<file path="config.mk">
export PLATFORM = sky130hd
export DESIGN_NAME = counter_sequencer
export DESIGN_NICKNAME = d
export VERILOG_FILES = /design/src/rtl/counter_sequencer.sv
export SDC_FILE = /design/constraint.sdc
export NUM_CORES = 1
export LEC_CHECK = 0
export BUFFER_PORTS_ARGS = -buffer_cell sky130_fd_sc_hd__buf_2
export CAP_MARGIN = 20
export CELL_PAD_IN_SITES_DETAIL_PLACEMENT = 1
export CELL_PAD_IN_SITES_GLOBAL_PLACEMENT = 1
export CORE_MARGIN = 4
export CORE_UTILIZATION = 41
export CTS_CLUSTER_DIAMETER = 40
export DETAILED_ROUTE_END_ITERATION = 8
export GPL_TIMING_DRIVEN = 0
export PLACE_DENSITY_LB_ADDON = 0.25
export SLEW_MARGIN = 20
export SYNTH_ARGS = -nofsm -noshare
export SYNTH_HDL_FRONTEND = slang
export SYNTH_SLANG_ARGS = --single-unit
</file>
<file path="constraint.sdc">
create_clock -name clk -period 2.8 [get_ports clk]
set_clock_uncertainty 0.15 [all_clocks]
set_input_delay 0 -clock clk [delete_from_list [all_inputs] [get_ports clk]]
set_output_delay 0 -clock clk [all_outputs]
set_load 0.005 [all_outputs]
</file>
<file path="src/rtl/counter_sequencer.sv">
// Sequencer for an external up counter: prescaled count enable, terminal-count
// detection, one-shot or wrapping run, and start/stop/pause/clear handling.
module counter_sequencer #(
  parameter int WIDTH      = 4,
  parameter int PRESCALE_W = 8
) (
  input  logic                  clk,
  input  logic                  reset,
  input  logic                  start,
  input  logic                  stop,
  input  logic                  clear,
  input  logic                  mode,
  input  logic [WIDTH-1:0]      term_val,
  input  logic [PRESCALE_W-1:0] prescale,
  input  logic [WIDTH-1:0]      cnt_q,
  output logic                  cnt_en,
  output logic                  cnt_clr,
  output logic                  busy,
  output logic                  done,
  output logic                  wrap,
  output logic [1:0]            state
);

  typedef enum logic [1:0] {
    IDLE  = 2'b00,
    RUN   = 2'b01,
    PAUSE = 2'b10,
    DONE  = 2'b11
  } state_t;

  state_t                cur, nxt;
  logic [PRESCALE_W-1:0] pre_cnt, pre_nxt, pre_lat;
  logic [WIDTH-1:0]      term_lat;
  logic                  mode_lat;
  logic                  latch, tick, en_c, clr_c, done_nxt, wrap_nxt;

  assign tick = (cur == RUN) && (pre_cnt == pre_lat);

  always_comb begin
    nxt      = cur;
    pre_nxt  = pre_cnt;
    latch    = 1'b0;
    en_c     = 1'b0;
    clr_c    = 1'b0;
    done_nxt = 1'b0;
    wrap_nxt = 1'b0;
    if (clear) begin
      clr_c   = 1'b1;
      pre_nxt = '0;
      nxt     = IDLE;
    end else begin
      case (cur)
        IDLE, DONE: begin
          pre_nxt = '0;
          if (start) begin
            latch = 1'b1;
            clr_c = 1'b1;
            nxt   = RUN;
          end
        end
        RUN: begin
          // A stop cycle freezes the prescaler so the paused phase resumes exactly.
          if (stop) begin
            nxt = PAUSE;
          end else if (tick) begin
            pre_nxt = '0;
            if (cnt_q != term_lat) begin
              en_c = 1'b1;
            end else if (mode_lat) begin
              clr_c    = 1'b1;
              wrap_nxt = 1'b1;
            end else begin
              done_nxt = 1'b1;
              nxt      = DONE;
            end
          end else begin
            pre_nxt = pre_cnt + 1'b1;
          end
        end
        PAUSE: begin
          if (start) nxt = RUN;
        end
        default: nxt = IDLE;
      endcase
    end
  end

  always_ff @(posedge clk or posedge reset) begin
    if (reset) begin
      cur      <= IDLE;
      pre_cnt  <= '0;
      pre_lat  <= '0;
      term_lat <= '0;
      mode_lat <= 1'b0;
      done     <= 1'b0;
      wrap     <= 1'b0;
    end else begin
      cur     <= nxt;
      pre_cnt <= pre_nxt;
      done    <= done_nxt;
      wrap    <= wrap_nxt;
      if (latch) begin
        pre_lat  <= prescale;
        term_lat <= term_val;
        mode_lat <= mode;
      end
    end
  end

  // Commands arriving during reset must not reach the counter.
  assign cnt_en  = en_c  & ~reset;
  assign cnt_clr = clr_c & ~reset;
  assign busy    = (cur == RUN) || (cur == PAUSE);
  assign state   = cur;

endmodule

</file>
; ---- Word-level counts from Yosys, hierarchy flattened
; Cells that the tools add are included.
[classes]
n_addsub = 1
eq_ne = 10
muxes = 33
n_bitwise = 3
reduce_logical = 8
[ops]
columns = cell, count
row1 = $mux 8, 3
row2 = $mux 1, 21
row3 = $pmux 8 s2, 1
row4 = $mux 2, 6
row5 = $ne 4x4->1 const B, 3
row6 = $add 8x1->8 const B, 1
row7 = $eq 8x8->1, 1
row8 = $eq 2x2->1 const B, 2
row9 = $ne 4x4->1, 1
row10 = $pmux 2 s2, 1
row11 = $reduce_and 4->1, 1
row12 = $ne 3x1->1 const B, 1
row13 = $ne 3x3->1 const B, 1
row14 = $reduce_bool 3->1, 1
row15 = $reduce_or 3->1, 1
row16 = $and 1x1->1, 2
row17 = $eq 2x1->1 const B, 1
row18 = $logic_not 2->1, 1
row19 = $pmux 1 s2, 1
row20 = $reduce_and 2->1, 1
row21 = $reduce_or 2->1, 1
row22 = $logic_and 1x1->1, 1
row23 = $logic_or 1x1->1, 1
row24 = $not 1->1, 1
[word_totals]
reg_bits = 25
input_bits = 22
output_inout_bits = 7
word_cells = 62

; ---- Logic depth before layout (Yosys ltp)
[logic_depth]
ltp_word = 7
ltp_mapped = 7
mapped_depth_nobuf = 7

; ---- Worst setup path before layout
; No wires, ideal clock.
[synth_path]
kind = reg-to-reg
start = reg cur[0], in the netlist state[0]
end = reg pre_cnt[0]
setup_time_ns = 0.125
arrival_time_ns = 1.745
required_ns = 2.525
setup_slack_ns = 0.780
path_stages_with_launch = 6
n_path_buf = 0
period_less_slack_ns = 2.020
cell_sequence = dfrtp_1 > inv_1 > ha_1 > a211oi_1 > nor2_1 > mux2_2
[synth_between]
elab_chain_cells = 6
word_cells_on_any_way = 12
classes_between = eq/ne: 3 / mux: 4 / reduce/logical: 5
[synth_lines]
columns = item, line_no
row1 = from (decl), 31  ; state_t cur, nxt;
row2 = from (signal assigned), 98  ; cur <= nxt;
row3 = $eq 2x1->1, "37, 52"
row4 = $logic_and 1x1->1, 37  ; assign tick = (cur == RUN) && (pre_cnt == pre_lat);
row5 = $mux 8, 65  ; end else if (tick) begin
row6 = $mux 8, 63  ; if (stop) begin
row7 = $pmux 8 s2, 52  ; case (cur)
row8 = $mux 8, 47  ; if (clear) begin
row9 = to (signal assigned), 99  ; pre_cnt <= pre_nxt;
row10 = to (decl), 32  ; logic [PRESCALE_W-1:0] pre_cnt, pre_nxt, pre_lat;
; Parallel ways exist; a longest one is shown, timed or not. The select of a mux whose other input is x is not followed.
; A chain may end at the register's enable or synchronous reset.

; ---- Worst setup path after layout
[layout_path]
start = reg pre_cnt[3]
end = reg cur[0], in the netlist state[0]
[layout_between]
elab_chain_cells = 4
[layout_lines]
columns = item, line_no
row1 = $eq 8x8->1, 37
row2 = $logic_and 1x1->1, 37
row3 = $ne 4x4->1 (no line), -
row4 = $reduce_and 4->1 (no line), -
; Every way passes these cells.

==> run metrics <==
Chip Width 64.3 µm; Placement Cell Area 1490 µm²; Worst-Skew Late Latency 340 ps; antenna violations before repair 0; die area 4140 µm²; Core ar. 3050 µm²; asr flop ratio synth 100%; Reg2Reg Setup Slack 230 ps; R2R depth 6; H-tree depth 1; postcts setup bufs 0; GRT overflow 0; largest net degree at the start of global routing 26; Net Count, Synth 141; Reg power frac 51.8%; Seq/Total Area, Yosys 48.1%; PwrDens 529 nW/µm²; worst setup margin 227 ps; Worst Hold Class in -> async; Final TNS setup 0 ps; Net Sw Frac 31.6%; GP Congestion 0.755; Least-Margin Pin Slew 766 ps; Psw 295 µW; CTS tree yes; worst slack at placement 507 ps; # fillers 344; Int Pwr 638 µW; Tmin final 2570 ps; FP Rows 20; fin. max-slew vios 0; Gate Count Post-Synth 115; Vias/cell 5.30; final hold violations 0; IR drop worst, VDD 0.379 mV; CP max FO 6; unrepaired setup endpoints after global routing false; Power, Total 934 µW; # DRC 0; Yosys reg bits 25; Pre-antenna DRT Iters 4; Port Buffers 27; hold slack 75.3 ps; Setup CP Type reg -> reg; GRT Total Usage 19.5%; CTS Sinks 25; post-synth cell types 30; first-pass GRT wire length 6140 µm; Syn Std Cell Area 1300 µm²; Worst Path Arrival 2720 ps; number of synthesized flops with an enable pin 0; Critical Path Sink Type flip-flop; yosys warns 0; status finished, final reports clean; Max Cap Violations 0; clock network fraction of total power 19.1%; Final Instance Area 1760 µm²; Routed WL per cell 17.1 µm; DP HPWL 2220 µm; Root Buffer clkbuf_4; Worst-path clk slew 150 ps; nets@finish 195; Gate power share 29.1%; P&R area growth vs syn 35.6%; Starting DRT DRC Count 14; vias in the first global route 1227; Num CTS Buffers 3; post-route ant nets 0; share of cells above drive strength 1 30.4%; Die H 64.3 µm; P_leak 0.799 nW; final wirelength 3630 µm; Avg Inst Size Synth 11.3 µm²; Rel. slew slack 48.6%; critical path data required time 2940 ps; Fmax 0.389 GHz; Final setup viols 0; I/O Pins 29; Clock Path Buffers 2; Final period util 91.9%; Synth Flop Type dfrtp_1; initial core utilization 42.6%; Critical Path Source Type flip-flop; n_diodes 0; vias 1123
## registers in the layout, summed over array words and instances, names as in the netlist
name      count
pre_cnt       8
pre_lat       8
term_lat      4
state         2
done          1
mode_lat      1
wrap          1
## cells in the mapped netlist, types with 2 or more instances
| master | count | share of area (%) |
|---|---|---|
| nor2_1 | 2 | 0.58 |
| nand4_1 | 3 | 1.4 |
| nand2_1 | 6 | 1.7 |
| ha_1 | 4 | 3.8 |
| inv_1 | 6 | 1.7 |
| dfrtp_1 | 25 | 48 |
| buf_2 | 2 | 0.77 |
| and3_1 | 3 | 1.4 |
| nor2b_1 | 5 | 2.4 |
| a22o_1 | 4 | 2.7 |
| xnor2_1 | 12 | 8.1 |
| nor3_1 | 3 | 1.2 |
| o21ai_0 | 7 | 2.7 |
| mux2_2 | 14 | 12 |
| a21oi_1 | 3 | 1.2 |
| nand3_1 | 2 | 0.77 |
## cell type report
class,count,area (µm²),area share (%)
well taps,44,55.1,3.12
clock buffers,3,22.5,1.28
plain buffers,2,10.0,0.567
inverters,6,22.5,1.28
multi-input cells,82,651,36.9
clock inverters,1,5.00,0.284
repair buffers,49,373,21.1
flip-flops and latches,25,626,35.5
## power groups by stage
stage / Combinational (mW) / Sequential (mW) / Clock [mW]
3_5_place_dp: 0.232 / 0.490 / 0
2_1_floorplan: 0.177 / 0.474 / 0
6_report: 0.272 / 0.484 / 0.178
3_3_place_gp: 0.222 / 0.484 / 0
5_1_grt: 0.299 / 0.495 / 0.192
4_1_cts: 0.258 / 0.483 / 0.181
## metrics by stage
stage | util, % | std cells
floorplan | - | 115
global placement | 48.9 | 186
detailed placement | 48.9 | 186
CTS | 56.6 | 211
global route | 57.8 | 212
finish | 57.8 | 212
## metal layers
layer	track usage, %	wire length [µm]
met1	23.0	1460
met2	35.3	2000
met3	3.69	115
met4	6.33	51
met5	0	0
## critical path: stages (launching register included)
cell and delay [ps]:
dfrtp_1 480, xnor2_1 190, nand4_1 230, o41ai_2 460, o31ai_1 160, a221oi_1 260, dlygate4sd3_1 580
## logic make-up (layout without fill, tap and decap cells)
kind of cell,Yosys count,after routing,share of synthesized area [%]
AOI/OAI and AO/OA,22,22,12.2
buffers and inverters,8,61,2.50
and+or+nand+nor,30,30,13.2
adders and majority gates,4,4,3.85
DFF,25,25,48.1
muxes,14,14,12.1
xor gates and xnor gates,12,12,8.08
## cells in the final DEF (no fill, tap or decap), types with 2 or more instances in the layout
master,count
nand4_1,3
mux2_2,14
nor2b_1,5
inv_1,6
a21oi_1,3
a22o_1,4
o21ai_0,7
ha_1,4
nor3_1,3
xnor2_1,12
and3_1,3
buf_2,29
dlygate4sd3_1,21
nand2_1,6
dfrtp_1,25
nor2_1,2
clkbuf_4,3
nand3_1,2
## repair_timing
item | CTS | global route
hold buffers | 21 | 0
endpoints found under the hold margin | 43 | 0
setup endpoints to repair | 0 | 1
resized for setup | 0 | 1
## path summary, 6_finish.rpt
path,from,endpoint
min in group clk,cnt_q[0],state[1]
min,reset,pre_cnt[2]
min reg2reg,pre_lat[7],pre_lat[7]
max,pre_cnt[3],state[0]
max in group asynchronous,reset,done
max reg2reg,pre_cnt[3],state[0]
(Power assumes the default switching activity.)
